## config.mk

```make
export PLATFORM = sky130hd
export DESIGN_NAME = serial_subtractor
export DESIGN_NICKNAME = d
export VERILOG_FILES = /design/src/rtl/serial_sub_pkg.sv /design/src/rtl/full_subtractor.sv /design/src/rtl/serial_subtractor.sv
export SDC_FILE = /design/constraint.sdc
export NUM_CORES = 1
export LEC_CHECK = 0
export BUFFER_PORTS_ARGS = -buffer_cell sky130_fd_sc_hd__buf_2
export CAP_MARGIN = 10
export CELL_PAD_IN_SITES_DETAIL_PLACEMENT = 1
export CELL_PAD_IN_SITES_GLOBAL_PLACEMENT = 2
export CORE_UTILIZATION = 30
export CTS_CLUSTER_DIAMETER = 30
export DETAILED_ROUTE_END_ITERATION = 7
export HOLD_SLACK_MARGIN = 0.05
export PLACE_DENSITY = 0.68
export SYNTH_ARGS = -nofsm -noshare
export SYNTH_HDL_FRONTEND = slang
export SYNTH_SLANG_ARGS = --single-unit
```

## constraint.sdc

```tcl
create_clock -name clk -period 1.74 [get_ports clk]
set_clock_uncertainty 0.2 [all_clocks]
set_input_delay 0.348 -clock clk [delete_from_list [all_inputs] [get_ports clk]]
set_output_delay 0.348 -clock clk [all_outputs]
set_load 0.01 [all_outputs]
```

## src/rtl/serial_sub_pkg.sv

```systemverilog
// serial_sub_pkg: shared FSM state encoding and counter sizing for serial_subtractor.
// Rev 1.0
`default_nettype none

package serial_sub_pkg;

    typedef enum logic [1:0] {
        IDLE  = 2'd0,
        SHIFT = 2'd1,
        DONE  = 2'd2
    } state_t;

    // The bit counter must be able to represent WIDTH itself.
    function automatic int cnt_width(input int width);
        return $clog2(width + 1);
    endfunction

endpackage

`default_nettype wire

```

## src/rtl/full_subtractor.sv

```systemverilog
// full_subtractor: one-bit combinational subtractor, d = a - b - bin.
// Rev 1.0
`default_nettype none

module full_subtractor (
    input  logic a,
    input  logic b,
    input  logic bin,
    output logic d,
    output logic bout
);

    assign d    = a ^ b ^ bin;
    assign bout = (~a & b) | (~(a ^ b) & bin);

endmodule

`default_nettype wire

```

## src/rtl/serial_subtractor.sv

```systemverilog
// serial_subtractor: bit-serial A - B - Bin, LSB first, one bit per clock.
// Optional overflow output: define SERIAL_SUB_OVERFLOW_EN.  Rev 1.0
`default_nettype none

module serial_subtractor
    import serial_sub_pkg::*;
#(
    parameter int WIDTH = 4
) (
    input  logic             clk,
    input  logic             rst,
    input  logic             start,
    input  logic [WIDTH-1:0] operandA,
    input  logic [WIDTH-1:0] operandB,
    input  logic             Bin,
    output logic             busy,
    output logic             done,
    output logic [WIDTH-1:0] myDiff,
    output logic             Bout
`ifdef SERIAL_SUB_OVERFLOW_EN
    ,
    output logic             ovf
`endif
);

    localparam int               C_CNT_W = cnt_width(WIDTH);
    localparam logic [C_CNT_W-1:0] C_LAST = C_CNT_W'(WIDTH - 1);
    localparam logic [C_CNT_W-1:0] C_ONE  = C_CNT_W'(1);

    state_t             r_state;
    state_t             w_state_next;
    logic [WIDTH-1:0]   r_a;
    logic [WIDTH-1:0]   r_b;
    logic               r_br;
    logic [WIDTH-1:0]   r_sh;
    logic [C_CNT_W-1:0] r_cnt;
    logic [WIDTH-1:0]   r_diff;
    logic               r_bout;
    logic               w_d;
    logic               w_bout;
    logic               w_last;
    logic               w_accept;
    logic [WIDTH-1:0]   w_sh_next;

    full_subtractor u_fs (
        .a    (r_a[0]),
        .b    (r_b[0]),
        .bin  (r_br),
        .d    (w_d),
        .bout (w_bout)
    );

    assign w_last    = (r_cnt == C_LAST);
    assign w_accept  = start && ((r_state == IDLE) || (r_state == DONE));
    assign w_sh_next = WIDTH'({w_d, r_sh} >> 1);

    always_ff @(posedge clk or posedge rst) begin
        if (rst) begin
            r_state <= IDLE;
        end else begin
            r_state <= w_state_next;
        end
    end

    always_comb begin
        w_state_next = r_state;
        case (r_state)
            IDLE:    if (start) w_state_next = SHIFT;
            SHIFT:   if (w_last) w_state_next = DONE;
            DONE:    w_state_next = start ? SHIFT : IDLE;
            default: w_state_next = IDLE;
        endcase
    end

    always_comb begin
        busy = 1'b0;
        done = 1'b0;
        case (r_state)
            SHIFT:   busy = 1'b1;
            DONE:    done = 1'b1;
            default: ;
        endcase
    end

    // Published result is only updated on the final shift, so it holds during SHIFT.
    always_ff @(posedge clk or posedge rst) begin
        if (rst) begin
            r_a    <= '0;
            r_b    <= '0;
            r_br   <= 1'b0;
            r_sh   <= '0;
            r_cnt  <= '0;
            r_diff <= '0;
            r_bout <= 1'b0;
        end else if (w_accept) begin
            r_a   <= operandA;
            r_b   <= operandB;
            r_br  <= Bin;
            r_cnt <= '0;
        end else if (r_state == SHIFT) begin
            r_a   <= r_a >> 1;
            r_b   <= r_b >> 1;
            r_br  <= w_bout;
            r_sh  <= w_sh_next;
            r_cnt <= r_cnt + C_ONE;
            if (w_last) begin
                r_diff <= w_sh_next;
                r_bout <= w_bout;
            end
        end
    end

    assign myDiff = r_diff;
    assign Bout   = r_bout;

`ifdef SERIAL_SUB_OVERFLOW_EN
    logic r_amsb;
    logic r_bmsb;
    logic r_ovf;

    always_ff @(posedge clk or posedge rst) begin
        if (rst) begin
            r_amsb <= 1'b0;
            r_bmsb <= 1'b0;
            r_ovf  <= 1'b0;
        end else if (w_accept) begin
            r_amsb <= operandA[WIDTH-1];
            r_bmsb <= operandB[WIDTH-1];
        end else if ((r_state == SHIFT) && w_last) begin
            // w_d is the result MSB on the final shift.
            r_ovf <= (r_amsb != r_bmsb) && (w_d != r_amsb);
        end
    end

    assign ovf = r_ovf;
`endif

endmodule

`default_nettype wire

```

# Word level (Yosys, flattened, before mapping)
# Index checks and enable logic that the tools add are counted.
classes:
  n_addsub: 1
  n_eq_ne: 5
  muxes: 14
  n_bitwise: 8
  n_reduce_logical: 7
ops:
  columns: ["operator", "n"]
  rows:
  - ["$mux W4", 4]
  - ["$mux W3", 2]
  - ["$pmux W2 S3", 1]
  - ["$mux W1", 5]
  - ["$mux W2", 2]
  - ["$ne A2 B2 Y1 const B", 2]
  - ["$reduce_and A2 Y1", 2]
  - ["$add A3 B1 Y3 const B", 1]
  - ["$eq A3 B2 Y1 const B", 1]
  - ["$not A1 Y1", 3]
  - ["$reduce_and A3 Y1", 1]
  - ["$and A1 B1 Y1", 2]
  - ["$eq A2 B1 Y1 const B", 1]
  - ["$eq A2 B2 Y1 const B", 1]
  - ["$logic_not A2 Y1", 1]
  - ["$reduce_bool A2 Y1", 1]
  - ["$xor A1 B1 Y1", 2]
  - ["$logic_and A1 B1 Y1", 1]
  - ["$logic_or A1 B1 Y1", 1]
  - ["$or A1 B1 Y1", 1]
totals:
  register_bits: 23
  out_inout_bits: 7
  wordCells: 43

# Depth between registers and ports, before layout
# Gate-level depths: netlist of the first run.
logic_depth:
  word_depth: 6
  depth_mapped: 5
  mapped_depth_nobuf: 5

# By module
# Synthesis of the first run repeated with hierarchy kept, for this count alone.
unflattened:
  cells_unflattened: 93
  hier_area_um2: 1048.5
by_module_without_submodules:
  columns: ["mod", "instances", "cells_per_inst", "area_per_inst_um2", "seq_area_each_um2"]
  rows:
  - ["serial_subtractor", 1, 89, 1017.2, 550.5]
  - ["full_subtractor", 1, 4, 31.3, 0.0]

# Worst setup path after synthesis of the first run
# No wires, ideal clock.
synth_timing:
  path_kind: "register to register"
  startpoint: "register r_cnt[0]"
  endpoint: "register r_diff[0], in the netlist myDiff[0]"
  setup_ps: 125
  arrival_time_ps: 1228
  path_slack_ps: 188
  path_stages_with_launch: 5
  synth_period_minus_slack_ps: 1552
  path_cell_list: "dfrtp_1 -> ha_1 -> ha_1 -> nand3b_4 -> mux2_2"
synth_via:
  elab_chain_cells: 2
synth_rtl:
  columns: ["item", "line", "text"]
  rows:
  - ["start, declared", "serial_subtractor.sv:36", "logic [C_CNT_W-1:0] r_cnt;"]
  - ["start signal, assigned", "serial_subtractor.sv:105", "r_cnt <= r_cnt + C_ONE;"]
  - ["$eq A3 B2 Y1", "serial_subtractor.sv:53", "assign w_last = (r_cnt == C_LAST);"]
  - ["$reduce_and A3 Y1 (no line)", null, null]
  - ["end signal, assigned", "serial_subtractor.sv:107", "r_diff <= w_sh_next;"]
  - ["end, declared", "serial_subtractor.sv:37", "logic [WIDTH-1:0] r_diff;"]
# Every way passes these cells.
# A chain may end at the register's enable or synchronous reset.

# Final worst setup path of the first run
layout_timing:
  startpoint: "register r_state[1]"
  endpoint: "output done"
layout_via:
  elab_chain_cells: 2
layout_rtl:
  columns: ["item", "line", "text"]
  rows:
  - ["start, declared", "serial_subtractor.sv:30", "state_t r_state;"]
  - ["start signal, assigned", "serial_subtractor.sv:61", "r_state <= w_state_next;"]
  - ["$eq A2 B2 Y1", "serial_subtractor.sv:78", "case (r_state)"]
  - ["$mux W1", "serial_subtractor.sv:78", null]
  - ["end, declared", "serial_subtractor.sv:17", "output logic done,"]
# Every way passes these cells.

==> results of run 1 <==
## worst max-delay path, cell delays in order, from the launching register on
cell     delay, ns
dfrtp_2       0.44
buf_4         0.14
nor2b_1       0.12
buf_2         0.13
## per-layer routing
layer / global-route usage, % / share of wire [%] / wire length [microns] / vias up
li1: - / - / - / 352
met1: 18.34 / 49 / 1050 / 366
met2: 21.75 / 47 / 1009 / 13
met3: 2.597 / 2.8 / 60 / 2
met4: 4.983 / 0.38 / 8 / 0
met5: 0 / 0 / 0 / -
## per-stage QoR
stage          power (mW)  utilization, %  worst slack (ns)
2_1_floorplan       1.716               -            0.1877
3_3_place_gp        1.923           36.52            0.1399
3_5_place_dp        1.964           36.52            0.1136
4_1_cts             2.425           39.88          0.005002
5_1_grt             2.630           40.32         -0.003054
6_report            2.434           40.32           0.04093
## how the worst max path moves through the flow
stage | cells past startpoint | slack [ns] | endpoint | from
2_1_floorplan | 4 | 0.19 | myDiff[0] | r_cnt[0]
3_3_place_gp | 4 | 0.14 | myDiff[1] | r_cnt[0]
3_5_place_dp | 4 | 0.11 | myDiff[0] | r_cnt[0]
4_1_cts | 3 | 0.005 | busy | r_state[1]
5_1_grt | 3 | -0.003 | done | r_state[1]
6_report | 3 | 0.04 | done | r_state[1]
## synthesized netlist by cell type, drive strengths merged
library cell,count,area (sq um)
a21oi,3,15.01
fa,1,20.02
nand2,10,37.54
or2b,1,11.26
dfrtp,22,550.5
nand2b,1,13.76
inv,6,27.53
nand3b,1,20.02
a22o,4,35.03
o21ai,2,10.01
o2bb2ai,1,8.760
mux2,5,56.30
a211oi,1,7.510
xnor2,1,8.760
ha,2,25.02
nor3,5,25.02
o22ai,6,37.54
nor2b,3,18.77
nor2,8,46.30
buf,3,33.78
## cell usage in the layout, fill, tap and decap left out, types with 3 or more instances in the layout
cell type,count
a21oi_1,3
clkbuf_4,3
inv_1,5
o22ai_1,6
a22o_1,4
nor3_1,5
buf_4,7
mux2_2,5
nand2_1,10
nor2_1,7
dfrtp_1,20
buf_2,17
nor2b_1,3
## logic make-up after synthesis
family          Yosys count  share of synthesized area, %
xor+xnor                  1                        0.8686
fa+ha+maj                 3                         4.466
mux                       5                         5.583
compound gates           17                         11.29
buf+inv                   9                         6.080
simple gates             29                         17.12
flops                    22                         54.59
## report_power, final
group,switching (mW),internal (mW)
Combinational,0.577,0.541
Clock,0.166,0.233
Sequential,0.159,0.758
Total,0.902,1.53
## registers in the layout (all words and copies together) (netlist names)
signal,flops
Bout,1
r_state,2
r_br,1
r_b,4
myDiff,4
r_sh,3
r_cnt,3
r_a,4
## layout make-up
cell class | count | area [sq um] | area share, %
Sequential cell | 22 | 553.0 | 43.85
Multi-Input combinational cell | 55 | 396.6 | 31.45
Timing Repair Buffer | 27 | 168.9 | 13.39
Tap cell | 44 | 55.05 | 4.365
Inverter | 6 | 35.03 | 2.778
Clock inverter | 1 | 30.03 | 2.381
Clock buffer | 3 | 22.52 | 1.786
## repair_timing
item,in CTS,in global routing
setup buffers,4,0
endpoints found under the setup margin,1,2
cloned,0,0
hold buffers,2,0
endpoints found under the hold margin,23,0
resized for setup,2,3
==> impl_metrics.py, run 1 <==
metrics = {
    "final_layout": {
        "drive_gt1_share_pct": 35.96,
        "nFillCells": 363,
        "area_delta_synth_final_pct": 25.06,
        "n_antenna_cell": 0,
        "final_area_sq_um": 1261,
        "layoutNonFillerInstCount": 158,
        "final_nets": 130,
    },
    "flow_run": {
        "maxCapViolCount": 0,
    },
    "floorplan": {
        "io_pins": 19,
        "initial_core_util_pct": 32.24,
        "die_x_microns": 59.98,
        "dieArea_sq_um": 3598,
        "die_h_microns": 59.98,
        "core_sq_um": 3128,
        "row_count": 20,
    },
    "timing": {
        "worst_pin_slew_ns": 0.2942,
        "min_period_ns": 1.699,
        "grt_setup_unrepaired": "true",
        "slew_violations": 0,
        "finalSetupViolCount": 0,
        "finalSetupTns_ns": 0,
        "period_share_pct": 97.65,
        "whs_ns": 0.06546,
        "max_freq_mhz": 588.6,
        "maxSlewHeadroom_pct": 80.39,
        "hold_violations": 0,
    },
    "yosys": {
        "syn-mean-instance-area_sq_um": 11.73,
        "ys.warnings.count": 0,
        "synth.cell_area_sq_um": 1008,
        "synth-seq-cells": 22,
        "synth_fp_nets": 101,
        "yosysSeqAreaShare_pct": 54.59,
        "yosys.cell_types.count": 24,
        "synthCells": 86,
    },
    "clock_network": {
        "htree_levels": 1,
        "cts-buffers-inserted": 3,
        "insertion_delay_ns": 0.31,
        "clk_path_buf_depth": 2,
        "cts_tree": "done",
        "path_clk_slew_ns": 0.14,
        "cts-root-buf": "clkbuf_4",
        "cts_sinks": 22,
    },
    "route": {
        "vias": 733,
        "drc_errors": 0,
        "wire_per_inst_microns": 13.47,
        "via_per_inst": 4.639,
        "drt_iter0_markers": 6,
        "routed_wl_mm": 2.129,
        "drtAntennaViolNets": 0,
        "first_pass_iters": 2,
    },
    "status": {
        "status": "complete, no violations",
    },
    "placement": {
        "port_buffers": 18,
        "dp_hpwl_mm": 1.437,
        "dpl_cell_area_sq_um": 1142,
        "dp_cells": 148,
        "gp_congestion": 0.6276,
    },
    "setup_path": {
        "cp.arrival_ns": 1.15,
        "critPathMaxFanout": 2,
        "critical_path_class": "reg -> out",
        "r2r_end": "myDiff[3]",
        "crit_required_ns": 1.19,
        "reg2reg_slack_ns": 0.12,
        "worstSetupStartpointType": "register",
        "worstSetupEndpointType": "primary output",
        "ff2ff_path_depth": 4,
        "r2r-start": "r_cnt[0]",
    },
    "global_route": {
        "grt_usage_pct": 13.64,
        "antenna_found_initial": 0,
        "grt_remaining_overflow": 0,
        "grt_pass1_wl_mm": 3.505,
        "grt_max_degree": 23,
        "grt_pass1_vias": 757,
    },
    "pwr": {
        "irDropWorstVdd_uv": 621.0,
        "power_density_nw_per_um2": 1930,
        "p_leak_nw": 0.6209,
    },
    "min_path": {
        "holdPathStages": 2,
        "min_to": "r_b[3]",
        "min_from": "operandB[3]",
        "hold_path.class": "in -> reg",
    },
}
Note: power is estimated with default switching activity, not from simulation.
==> run 2: changes to the inputs <==
- CELL_PAD_IN_SITES_DETAIL_PLACEMENT: 1 -> 2
==> impl_metrics.py, run 2 (synthesis results as in run 1) <==
metrics = {
    "status": {
        "status": "complete, no violations",
    },
    "setup_path": {
        "r2r-start": "r_cnt[0]",
        "worstSetupStartpointType": "register",
        "crit_required_ns": 1.19,
        "ff2ff_path_depth": 4,
        "critPathMaxFanout": 8,
        "cp-startpoint": "r_state[1]",
        "cp.arrival_ns": 1.13,
        "worstSetupEndpointType": "primary output",
        "reg2reg_slack_ns": 0.09,
        "critical_path_class": "reg -> out",
        "r2r_end": "myDiff[3]",
    },
    "floorplan": {
        "die_x_microns": 59.98,
        "dieArea_sq_um": 3598,
        "core_sq_um": 3128,
        "initial_core_util_pct": 32.24,
        "io_pins": 19,
        "row_count": 20,
        "die_h_microns": 59.98,
    },
    "final_layout": {
        "layoutNonFillerInstCount": 162,
        "n_antenna_cell": 0,
        "final_nets": 134,
        "drive_gt1_share_pct": 37.29,
        "final_common_cell": "dfrtp_1",
        "area_delta_synth_final_pct": 27.67,
        "nFillCells": 341,
        "layout_common_cells": "20 x dfrtp_1, 18 x buf_2, 10 x nand2_1, 10 x buf_4, 7 x nor2_1",
    },
    "placement": {
        "dp_hpwl_mm": 1.569,
        "dp_cells": 148,
        "gp_congestion": 0.6276,
        "dpl_worst_slack_ns": 0.09491,
        "port_buffers": 18,
    },
    "pwr": {
        "clkPwrFrac_pct": 15.9,
        "power_density_nw_per_um2": 1945,
        "irDropWorstVdd_uv": 591.1,
        "p_sw_mw": 0.9236,
        "switching_share_pct": 36.89,
        "total_power_mw": 2.504,
        "pwr-share-comb_pct": 47.5,
        "p_int_mw": 1.580,
        "p_leak_nw": 0.6361,
        "power_frac_seq_pct": 36.6,
    },
    "min_path": {
        "hold_path.class": "in -> reg",
        "min_to": "r_a[1]",
        "holdPathStages": 3,
        "min_from": "operandA[1]",
    },
    "timing": {
        "maxSlewHeadroom_pct": 80.29,
        "period_share_pct": 96.70,
        "worst_pin_slew_ns": 0.2957,
        "hold_violations": 0,
        "slew_violations": 0,
        "whs_ns": 0.08695,
        "finalSetupTns_ns": 0,
        "max_freq_mhz": 594.3,
        "postLayoutSetupSlackWorst_ns": 0.05748,
        "min_period_ns": 1.683,
        "finalSetupViolCount": 0,
    },
    "global_route": {
        "grt_max_degree": 23,
        "antenna_found_initial": 0,
        "grt_pass1_wl_mm": 4.002,
        "grt_pass1_vias": 831,
        "grt_remaining_overflow": 0,
        "grt_usage_pct": 15.46,
    },
    "flow_run": {
        "maxCapViolCount": 0,
    },
    "route": {
        "drt_iter0_markers": 13,
        "routed_wl_mm": 2.386,
        "drc_errors": 0,
        "wire_per_inst_microns": 14.73,
        "drtAntennaViolNets": 0,
        "vias": 754,
        "first_pass_iters": 4,
        "via_per_inst": 4.654,
    },
    "clock_network": {
        "cts-buffers-inserted": 3,
        "cts_sinks": 22,
        "cts_tree": "done",
        "insertion_delay_ns": 0.32,
        "clk_path_buf_depth": 2,
        "path_clk_slew_ns": 0.14,
        "htree_levels": 1,
        "cts-root-buf": "clkbuf_4",
    },
}
[run 2: cell types whose count changed in the layout (fill, tap and decap cells not counted)]
cell,previous run,this run
buf_2,17,18
buf_4,7,10
buf_6,1,0
dlygate4sd3_1,2,3
[run 2: area by class of cell]
class | count | area (sq um) | area share (%)
clock buffer | 3 | 22.52 | 1.749
clock inverter | 1 | 30.03 | 2.332
inverter | 6 | 35.03 | 2.721
multi-input combinational | 55 | 396.6 | 30.81
sequential | 22 | 553.0 | 42.95
tap | 44 | 55.05 | 4.276
timing repair buffer | 31 | 195.2 | 15.16
[run 2: critical path, cell delays in order (launching register included)]
cell and delay [ns]:
dfrtp_2 0.45, nand2b_4 0.18, clkinv_8 0.07, buf_2 0.12
[run 2: how the worst max path moves through the flow]
stage,endpoint,slack (ns),cells after the start
2_1_floorplan,myDiff[0],0.19,4
6_report,busy,0.06,3
3_5_place_dp,myDiff[0],0.09,4
4_1_cts,busy,0.01,3
3_3_place_gp,myDiff[1],0.14,4
5_1_grt,busy,-0.009,3
[run 2: through the flow]
step	cell area (sq um)	utilization, %
final	1287	41.16
after global routing	1287	41.16
after CTS	1260	40.28
after detailed placement	1142	36.52
after global placement	1142	36.52
after floorplan	1008	-
[run 2: metal layers]
layer | track usage, % | wire length, microns
met5 | 0 | 0
met4 | 6.977 | 55
met3 | 2.597 | 80
met2 | 26.67 | 1225
met1 | 18.72 | 1025
[run 2: power groups by stage]
stage               clock network [mW]  registers [mW]  logic [mW]
floorplan                            0           0.905       0.812
global placement                     0           0.941       0.982
detailed placement                   0           0.959        1.02
CTS                              0.411           0.919        1.12
global route                     0.442           0.951        1.34
finish                           0.398           0.916        1.19
[run 2: repair_timing]
action | in CTS | in global routing
setup buffers | 4 | 4
hold buffers | 3 | 0
hold endpoints to repair | 24 | 0
endpoints found under the setup margin | 2 | 2
gates resized for setup | 3 | 1
